--- config.mk ---
export PLATFORM = sky130hd
export DESIGN_NAME = c3lib_gate_en_ctrl
export DESIGN_NICKNAME = d
export VERILOG_FILES = /design/src/rtl/c3lib_gate_pkg.sv /design/src/rtl/c3lib_gate_en_ctrl.sv
export SDC_FILE = /design/constraint.sdc
export NUM_CORES = 1
export LEC_CHECK = 0
export CAP_MARGIN = 10
export CORE_AREA = 2 2 39 41
export DETAILED_ROUTE_END_ITERATION = 7
export DIE_AREA = 0 0 41 43
export PLACE_DENSITY = 0.57
export SLEW_MARGIN = 10
export SYNTH_ARGS = -nofsm -noshare
export SYNTH_HDL_FRONTEND = slang
export SYNTH_SLANG_ARGS = --single-unit
--- constraint.sdc ---
create_clock -name clk -period 2.3 [get_ports clk]
set_input_delay 0.23 -clock clk [delete_from_list [all_inputs] [get_ports clk]]
set_output_delay 0.23 -clock clk [all_outputs]
set_load 0.01 [all_outputs]
--- src/rtl/c3lib_gate_pkg.sv ---
// Shared state encoding for the c3lib gating-enable controller.
// The enum values are tied to the encoding constants so state_out always matches them.
package c3lib_gate_pkg;

    localparam logic [1:0] ST_ON_ENC    = 2'b00;
    localparam logic [1:0] ST_DRAIN_ENC = 2'b01;
    localparam logic [1:0] ST_OFF_ENC   = 2'b10;
    localparam logic [1:0] ST_WAKE_ENC  = 2'b11;

    typedef enum logic [1:0] {
        ON    = ST_ON_ENC,
        DRAIN = ST_DRAIN_ENC,
        OFF   = ST_OFF_ENC,
        WAKE  = ST_WAKE_ENC
    } gate_st_e;

endpackage

--- src/rtl/c3lib_gate_en_ctrl.sv ---
// Gating-enable sequencer: drains until downstream is quiet, gates the AND cell off,
// and on release re-enables the path while holding the ack through a wake window.
module c3lib_gate_en_ctrl
    import c3lib_gate_pkg::*;
#(
    parameter int DRAIN_CYC = 4,
    parameter int WAKE_CYC  = 2,
    parameter int CNT_W     = 4
) (
    input  logic       clk,
    input  logic       rst,
    input  logic       gate_req,
    input  logic       busy_in,
    output logic       en_out,
    output logic       gate_ack,
    output logic [1:0] state_out
);

    localparam int CNT_MAX = (1 << CNT_W) - 1;

    if (DRAIN_CYC < 1 || DRAIN_CYC > CNT_MAX) begin : g_bad_drain
        $error("DRAIN_CYC out of range 1..2**CNT_W-1");
    end
    if (WAKE_CYC < 1 || WAKE_CYC > CNT_MAX) begin : g_bad_wake
        $error("WAKE_CYC out of range 1..2**CNT_W-1");
    end

    localparam logic [CNT_W-1:0] DRAIN_LAST = CNT_W'(DRAIN_CYC - 1);
    localparam logic [CNT_W-1:0] WAKE_LAST  = CNT_W'(WAKE_CYC - 1);

    gate_st_e         state_q, state_d;
    logic [CNT_W-1:0] cnt_q, cnt_d;
    logic             en_q, en_d;
    logic             ack_q, ack_d;

    always_comb begin
        // NOTE: every comb output gets a default first so no path can infer a latch.
        state_d = state_q;
        cnt_d   = cnt_q;
        unique case (state_q)
            ON: begin
                if (gate_req) begin
                    state_d = DRAIN;
                    cnt_d   = '0;
                end
            end
            DRAIN: begin
                // Release wins over busy and over a completed drain count.
                if (!gate_req) begin
                    state_d = ON;
                    cnt_d   = '0;
                end else if (busy_in) begin
                    cnt_d = '0;
                end else if (cnt_q == DRAIN_LAST) begin
                    state_d = OFF;
                    cnt_d   = '0;
                end else begin
                    cnt_d = cnt_q + CNT_W'(1);
                end
            end
            OFF: begin
                if (!gate_req) begin
                    state_d = WAKE;
                    cnt_d   = '0;
                end
            end
            WAKE: begin
                if (cnt_q == WAKE_LAST) begin
                    state_d = ON;
                    cnt_d   = '0;
                end else begin
                    cnt_d = cnt_q + CNT_W'(1);
                end
            end
            default: begin
                state_d = ON;
                cnt_d   = '0;
            end
        endcase

        // Outputs are decoded from the next state and registered, so they change only on clk.
        en_d  = (state_d != OFF);
        ack_d = (state_d == OFF) || (state_d == WAKE);
    end

    always_ff @(posedge clk) begin
        // NOTE: sequential state uses non-blocking assignments so all flops update together.
        if (rst) begin
            state_q <= ON;
            cnt_q   <= '0;
            en_q    <= 1'b1;
            ack_q   <= 1'b0;
        end else begin
            state_q <= state_d;
            cnt_q   <= cnt_d;
            en_q    <= en_d;
            ack_q   <= ack_d;
        end
    end

    assign en_out    = en_q;
    assign gate_ack  = ack_q;
    assign state_out = state_q;

endmodule

==> load_flow_metrics.sql, run 1 <==
INSERT INTO impl_metrics (metric_group, metric, value, unit) VALUES
('outcome', 'outcome', 'finished clean', ''),
('clock_network', 'cts_tree', 'built', ''),
('route', 'drt_wirelength', '796', 'um'),
('floorplan', 'die_h', '43', 'um'),
('route', 'routed_via_density', '5.041', ''),
('logic_synthesis', 'synthesized_area', '444.2', 'um2'),
('logic_synthesis', 'post-synth-top-area-fraction', '31.55', '%'),
('setup_path', 'cp-start-kind', 'flop', ''),
('route', 'drt-pass1-iter-count', '4', ''),
('timing', 'fin_worst_hold_slack', '0.5533', 'ns'),
('logic_synthesis', 'number_of_synthesis_warnings', '0', ''),
('logic_synthesis', 'netlist_top_cells_area', 'sky130_fd_sc_hd__dfxtp_1 (32%), sky130_fd_sc_hd__ha_1 (8.5%), sky130_fd_sc_hd__nor4b_1 (3.9%), sky130_fd_sc_hd__nor3_1 (3.4%), sky130_fd_sc_hd__a211oi_1 (3.4%)', ''),
('final_layout', 'post-route-util', '39.24', '%'),
('setup_path', 'end_kind', 'flop', ''),
('route', 'detail_route.drc_violations', '0', ''),
('worst_hold_path', 'hold_path_class', 'reg -> reg', ''),
('setup_path', 'cp_data_required_time', '2.43', 'ns'),
('floorplan', 'ios', '8', ''),
('logic_synthesis', 'most_frequently_used_flop_master_after_synthesis', 'sky130_fd_sc_hd__dfxtp_1', ''),
('timing', 'worst_slew_pin_slew', '0.4092', 'ns'),
('logic_synthesis', 'ys_seq_area_share', '31.55', '%'),
('timing', 'timing.final.hold_violations', '0', ''),
('timing', 'fin_crit_sh', '75.66', '%'),
('global_routing', 'global_route.overflow_total', '0', ''),
('global_routing', 'grt.busiest_layer', 'met1', ''),
('route', 'vias', '368', ''),
('clock_network', 'cts.htree.levels', '1', ''),
('final_layout', 'filler_cell_count', '146', ''),
('timing', 'max_clock_freq', '574.7', 'MHz'),
('setup_path', 'crit_family', 'simple AND/OR/NAND/NOR gates', ''),
('logic_synthesis', 'register_bit_total_from_synthesis', '7', ''),
('logic_synthesis', 'syn_inst', '49', ''),
('setup_path', 'path_cells', 'ha_1, or3b_4, or3b_1, a21oi_2, nand2_1', ''),
('global_routing', 'global_route.usage.met2', '14.06', '%'),
('power_and_ir_drop', 'vdd_drop_max', '0.2603', 'mV'),
('clock_network', 'clk_latency', '0.25', 'ns'),
('floorplan', 'num_rows', '14', ''),
('clock_network', 'clkSlewWorstSetupHoldPaths', '0.05', 'ns'),
('clock_network', 'clock-sinks', '7', ''),
('floorplan', 'core', '1384', 'um2'),
('floorplan', 'die-area', '1763', 'um2'),
('placed_design', 'place_congestion', '0.7390', ''),
('final_layout', 'antenna_cells_inserted', '0', ''),
('route', 'antenna_violating_nets_post_route', '0', ''),
('setup_path', 'critPathArrivalTime', '1.87', 'ns'),
('logic_synthesis', 'postSynthNetCount', '56', ''),
('global_routing', 'grt_max_degree', '12', ''),
('clock_network', 'post-cts-setup-buffers', '0', ''),
('route', 'drtIter0Drc', '7', ''),
('timing', 'finalWorstPathRequiredPeriod', '1.740', 'ns'),
('timing', 'final.setup.tns', '0', 'ns'),
('setup_path', 'slowest_delay', '0.42', 'ns'),
('global_routing', 'grt_pass1_vias', '307', ''),
('clock_network', 'cts.repair.resized', '0', ''),
('logic_synthesis', 'synthDistinctLibCells', '28', ''),
('logic_synthesis', 'asyncSetResetFlopFracSynth', '0', '%'),
('timing', 'rsz0062_at_grt', 'false', ''),
('logic_synthesis', 'synthMostInstantiatedCell', 'sky130_fd_sc_hd__dfxtp_1', ''),
('global_routing', 'grt_util_met1', '14.61', '%'),
('setup_path', 'worstPathMaxFanout', '6', ''),
('floorplan', 'effective_utilization_at_floorplan', '32.10', '%'),
('global_routing', 'antenna_found_initial', '0', ''),
('clock_network', 'cts_buffer_depth', '2', ''),
('clock_network', 'cts-buffers-inserted', '3', ''),
('clock_network', 'cts.hold.buffers_added', '0', ''),
('logic_synthesis', 'synthesis.area_per_instance', '9.065', 'um2'),
('timing', 'number_of_slew_limit_violations_in_the_final_report', '0', ''),
('power_and_ir_drop', 'power_per_cell_area', '579.0', 'nW/um2'),
('setup_path', 'timing_worst_setup_path_type', 'reg -> reg', ''),
('timing', 'timing.max_slew.rel_slack', '72.66', '%'),
('timing', 'skew', '0.005422', 'ns');
==> registers in the layout (all words and copies together), names as in the netlist <==
name,count
state_out,1
en_out,1
cnt_q,4
gate_ack,1
==> through the flow <==
step / instance area (um2) / total power, mW / cells / worst slack, ns
detailed placement: 516.7 / 0.2041 / 69 / 0.5715
CTS: 543.0 / 0.3196 / 73 / 0.5574
global route: 543.0 / 0.3346 / 73 / 0.4581
finish: 543.0 / 0.3144 / 73 / 0.5599
global placement: 516.7 / 0.2049 / 69 / 0.5853
floorplan: 444.2 / 0.1822 / 49 / 0.6931
==> final timing paths <==
| path | endpoint | start | slack (ns) | depth (start not counted) |
|---|---|---|---|---|
| max | en_out | cnt_q[1] | 0.56 | 5 |
| min reg2reg | cnt_q[1] | cnt_q[1] | 0.55 | 2 |
| min | cnt_q[1] | cnt_q[1] | 0.55 | 2 |
| max reg2reg | en_out | cnt_q[1] | 0.56 | 5 |
==> cells in the final DEF, fill, tap and decap left out, types with 2 or more instances in the layout <==
| master | instances |
|---|---|
| sky130_fd_sc_hd__dfxtp_1 | 7 |
| sky130_fd_sc_hd__nor3_1 | 3 |
| sky130_fd_sc_hd__nor4b_1 | 2 |
| sky130_fd_sc_hd__nand2b_1 | 2 |
| sky130_fd_sc_hd__a211oi_1 | 2 |
| sky130_fd_sc_hd__clkdlybuf4s50_1 | 7 |
| sky130_fd_sc_hd__nor2_1 | 4 |
| sky130_fd_sc_hd__inv_1 | 2 |
| sky130_fd_sc_hd__o21ai_0 | 2 |
| sky130_fd_sc_hd__clkbuf_4 | 3 |
| sky130_fd_sc_hd__nand2_1 | 4 |
| sky130_fd_sc_hd__ha_1 | 3 |
==> area by class of cell <==
class	instances	area, um2	share of cell area [%]
multi-input combinational	37	279.0	51.38
sequential	7	140.1	25.81
timing repair buffer	7	70.07	12.90
clock buffer	4	26.28	4.839
tap	16	20.02	3.687
inverter	2	7.507	1.382
==> metal layers <==
layer  up-vias  wire (um)
li1        194          -
met1       162        378
met2        10        336
met3         2         73
met4         0          8
met5         -          0
==> power breakdown <==
| part | internal (mW) | switching (mW) |
|---|---|---|
| logic | 0.0328 | 0.0286 |
| clock network | 0.0663 | 0.0462 |
| registers | 0.128 | 0.0123 |
==> logic make-up (layout without fill, tap and decap cells) <==
| family | count (synthesis) | count (layout) | share of synthesized area (%) |
|---|---|---|---|
| compound gates | 10 | 10 | 19.44 |
| mux | 1 | 1 | 2.254 |
| flops | 7 | 7 | 31.55 |
| fa+ha+maj | 3 | 3 | 8.452 |
| xor+xnor | 1 | 1 | 1.972 |
| simple gates | 22 | 22 | 30.70 |
| buf+inv | 5 | 13 | 5.633 |
==> worst min-delay path: stages, from the launching register on <==
cell	delay, ns
sky130_fd_sc_hd__dfxtp_1	0.36
sky130_fd_sc_hd__nand2_1	0.08
sky130_fd_sc_hd__a31oi_1	0.06
(Power assumes the default switching activity.)
==> inputs of run 2 (changes only) <==
--- a/config.mk
+++ b/config.mk
@@ -9,7 +9,7 @@
 export CORE_AREA = 2 2 39 41
 export DETAILED_ROUTE_END_ITERATION = 7
 export DIE_AREA = 0 0 41 43
-export PLACE_DENSITY = 0.57
+export PLACE_DENSITY = 0.59
 export SLEW_MARGIN = 10
 export SYNTH_ARGS = -nofsm -noshare
 export SYNTH_HDL_FRONTEND = slang
==> constraint.sdc (replaced) <==
create_clock -name clk -period 1.45 [get_ports clk]
set_input_delay 0.145 -clock clk [delete_from_list [all_inputs] [get_ports clk]]
set_output_delay 0.145 -clock clk [all_outputs]
set_load 0.01 [all_outputs]
==> run 2 against run 1 <==
Net effect:
- the run now ends with setup timing left
- non-clock buffer count is 16 higher
- maximum frequency is 9.5% higher
- sequential cell count stayed put
- clock power is 62% higher
- clock skew is 0.00067 ns lower
- combinational power grew to 2.5 times the previous value
- critical endpoint unchanged
- largest cell class unchanged
- largest power group unchanged
- highest routed layer unchanged
==> load_flow_metrics.sql, run 2 (synthesis results as in run 1) <==
INSERT INTO impl_metrics (metric_group, metric, value, unit) VALUES
('floorplan', 'die_width', '41', 'um'),
('final_layout', 'finish.instance_area', '738.2', 'um2'),
('setup_path', 'worstPathMaxFanout', '3', ''),
('power_and_ir_drop', 'share_of_power_burned_in_registers', '39.4', '%'),
('route', 'vias', '457', ''),
('final_layout', 'synthToLayoutAreaGrowth', '66.20', '%'),
('floorplan', 'num_rows', '14', ''),
('floorplan', 'die-area', '1763', 'um2'),
('final_layout', 'mostFrequentLayoutCells', 'sky130_fd_sc_hd__buf_4 (16), sky130_fd_sc_hd__clkdlybuf4s50_1 (5), sky130_fd_sc_hd__nand2_1 (4), sky130_fd_sc_hd__nor2_1 (4)', ''),
('timing', 'fin_crit_sh', '109.6', '%'),
('final_layout', 'post-route-util', '53.35', '%'),
('final_layout', 'registers.top_by_ff_count', 'cnt_q', ''),
('clock_network', 'clkSlewWorstSetupHoldPaths', '0.06', 'ns'),
('timing', 'timing.final.hold_violations', '0', ''),
('final_layout', 'final_non_filler_cell_total', '89', ''),
('setup_path', 'reg2reg_from', 'cnt_q[0]', ''),
('clock_network', 'clock-sinks', '7', ''),
('timing', 'number_of_slew_limit_violations_in_the_final_report', '0', ''),
('clock_network', 'cts-buffers-inserted', '3', ''),
('floorplan', 'effective_utilization_at_floorplan', '32.10', '%'),
('worst_hold_path', 'hold_path.startpoint', 'gate_req', ''),
('worst_hold_path', 'hold_end', 'state_out[0]', ''),
('worst_hold_path', 'hold_path_class', 'in -> reg', ''),
('route', 'antenna_violating_nets_post_route', '0', ''),
('power_and_ir_drop', 'power_switching_share', '28.74', '%'),
('timing', 'worst_slew_pin_slew', '0.3335', 'ns'),
('global_routing', 'grt_max_degree', '8', ''),
('clock_network', 'clk_root_buffer_cell', 'sky130_fd_sc_hd__clkbuf_4', ''),
('timing', 'fin_worst_hold_slack', '0.5823', 'ns'),
('setup_path', 'path_cells', 'ha_4, or3b_4, or3b_4, a21oi_4, nand2_1', ''),
('route', 'drt-pass1-iter-count', '4', ''),
('timing', 'max_clock_freq', '629.4', 'MHz'),
('job', 'drv.max_cap_violation_count', '0', ''),
('setup_path', 'cp_data_required_time', '1.59', 'ns'),
('setup_path', 'slowest_delay', '0.39', 'ns'),
('setup_path', 'cpMostUsedCell', 'sky130_fd_sc_hd__or3b_4', ''),
('outcome', 'violated_checks', 'setup timing', ''),
('timing', 'final_critical_path_setup_slack', '-0.1388', 'ns'),
('clock_network', 'cts.htree.levels', '1', ''),
('route', 'detail_route.drc_violations', '0', ''),
('power_and_ir_drop', 'power_per_cell_area', '752.3', 'nW/um2'),
('setup_path', 'critPathArrivalTime', '1.73', 'ns'),
('clock_network', 'cts_tree', 'built', ''),
('timing', 'setup_viol', '3', ''),
('timing', 'timing.max_slew.rel_slack', '77.69', '%'),
('clock_network', 'cts.hold.buffers_added', '0', ''),
('clock_network', 'clk_latency', '0.25', 'ns'),
('timing', 'finalWorstPathRequiredPeriod', '1.589', 'ns'),
('timing', 'final.setup.tns', '-0.3743', 'ns'),
('setup_path', 'sum_of_buffers_and_inverters_on_the_critical_path', '0', ''),
('setup_path', 'cpMaxStageDelayCell', 'sky130_fd_sc_hd__or3b_4', ''),
('worst_hold_path', 'hold-path-cell-count', '3', ''),
('final_layout', 'mostFrequentLayoutCell', 'sky130_fd_sc_hd__buf_4', ''),
('setup_path', 'reg2regPathDepth', '5', ''),
('placed_design', 'post-place-cells', '82', ''),
('floorplan', 'ios', '8', ''),
('route', 'drtIter0Drc', '2', ''),
('placed_design', 'cell_area_after_placement', '645.6', 'um2'),
('route', 'drt_wirelength', '1145', 'um'),
('floorplan', 'core', '1384', 'um2'),
('global_routing', 'grt_pass1_vias', '428', ''),
('route', 'routed_via_density', '5.135', ''),
('placed_design', 'place_congestion', '0.8072', ''),
('setup_path', 'cp-start-kind', 'flop', ''),
('final_layout', 'antenna_cells_inserted', '0', ''),
('placed_design', 'portBuffers', '7', ''),
('setup_path', 'crit_family', 'simple AND/OR/NAND/NOR gates', ''),
('setup_path', 'crit-reg2reg-capture', 'en_out', ''),
('timing', 'skew', '0.004748', 'ns'),
('global_routing', 'grt_pass1_wl', '1869', 'um'),
('outcome', 'outcome', 'finished, violations left', ''),
('placed_design', 'dpl.hpwl', '802.9', 'um'),
('power_and_ir_drop', 'clockPowerShare', '32.6', '%'),
('setup_path', 'end_kind', 'flop', ''),
('floorplan', 'die_h', '43', 'um'),
('timing', 'rsz0062_at_grt', 'true', ''),
('power_and_ir_drop', 'vdd_drop_max', '0.3943', 'mV'),
('setup_path', 'timing_worst_setup_path_type', 'reg -> reg', ''),
('final_layout', 'largest_register_ff_count', '4', ''),
('setup_path', 'regToRegSetupSlack', '-0.14', 'ns'),
('power_and_ir_drop', 'power.share.combinational', '28.0', '%'),
('global_routing', 'grt_util_all_layers', '16.06', '%'),
('power_and_ir_drop', 'power.net_switching', '159.6', 'uW'),
('final_layout', 'final_layout_size_suffix_gt1_share', '47.95', '%'),
('route', 'wl_per_cell', '12.87', 'um'),
('power_and_ir_drop', 'static-leakage-power', '0.3290', 'nW'),
('global_routing', 'antenna_found_initial', '0', ''),
('power_and_ir_drop', 'cell_internal_pwr', '395.7', 'uW'),
('global_routing', 'global_route.overflow_total', '0', ''),
('clock_network', 'cts_buffer_depth', '2', ''),
('final_layout', 'final_nets', '81', '');
-- run 2: cell count changes in the layout (fill, tap and decap cells not counted), sizes merged --
cell           before  now
buf                 0   16
clkdlybuf4s50       7    5
dlymetal6s2s        0    2
-- run 2: how the worst max path moves through the flow --
stage / from / end / slack [ns] / cells after the start
after detailed placement: cnt_q[0] / en_out / -0.16 / 5
after CTS: cnt_q[1] / en_out / -0.16 / 5
after global placement: cnt_q[0] / en_out / -0.15 / 5
final: cnt_q[0] / en_out / -0.14 / 5
after floorplan: cnt_q[0] / en_out / -0.08 / 5
after global routing: cnt_q[1] / en_out / -0.19 / 5
-- run 2: layout make-up --
class | instances | area, um2
Fill cell | 130 | 645.6
Multi-Input combinational cell | 37 | 339.1
Timing Repair Buffer | 23 | 195.2
Sequential cell | 7 | 150.1
Clock buffer | 4 | 26.28
Tap cell | 16 | 20.02
Inverter | 2 | 7.507
-- run 2: routing by layer --
metal  vias up  track usage [%]  wire length, um
met1       214            16.72              472
li1        226                -                -
met2        13            27.19              612
met3         4            3.141               50
met5         -                0                0
met4         0            10.00               10
-- run 2: worst reg2reg max path: stages (launching register included) --
cell and delay [ns]:
sky130_fd_sc_hd__dfxtp_4 0.37, sky130_fd_sc_hd__ha_4 0.13, sky130_fd_sc_hd__or3b_4 0.39, sky130_fd_sc_hd__or3b_4 0.39
sky130_fd_sc_hd__a21oi_4 0.14, sky130_fd_sc_hd__nand2_1 0.06
-- run 2: metrics by stage --
stage | setup WS (ns) | total power [mW]
3_3_place_gp | -0.1476 | 0.3525
4_1_cts | -0.1594 | 0.5543
6_report | -0.1388 | 0.5553
5_1_grt | -0.1911 | 0.5916
3_5_place_dp | -0.1632 | 0.3530
2_1_floorplan | -0.07542 | 0.2906
-- run 2: power by group through the flow --
| stage | Sequential, mW | Clock (mW) | Combinational (mW) |
|---|---|---|---|
| after floorplan | 0.221 | 0 | 0.0697 |
| after global placement | 0.222 | 0 | 0.131 |
| after detailed placement | 0.221 | 0 | 0.132 |
| after CTS | 0.216 | 0.189 | 0.149 |
| after global routing | 0.220 | 0.202 | 0.169 |
| final | 0.219 | 0.181 | 0.155 |
-- run 2: timing repair --
action | 4_1_cts | 5_1_grt
pin swaps | 2 | 1
resized for setup | 5 | 6
setup buffers | 3 | 0
endpoints found under the setup margin | 8 | 9
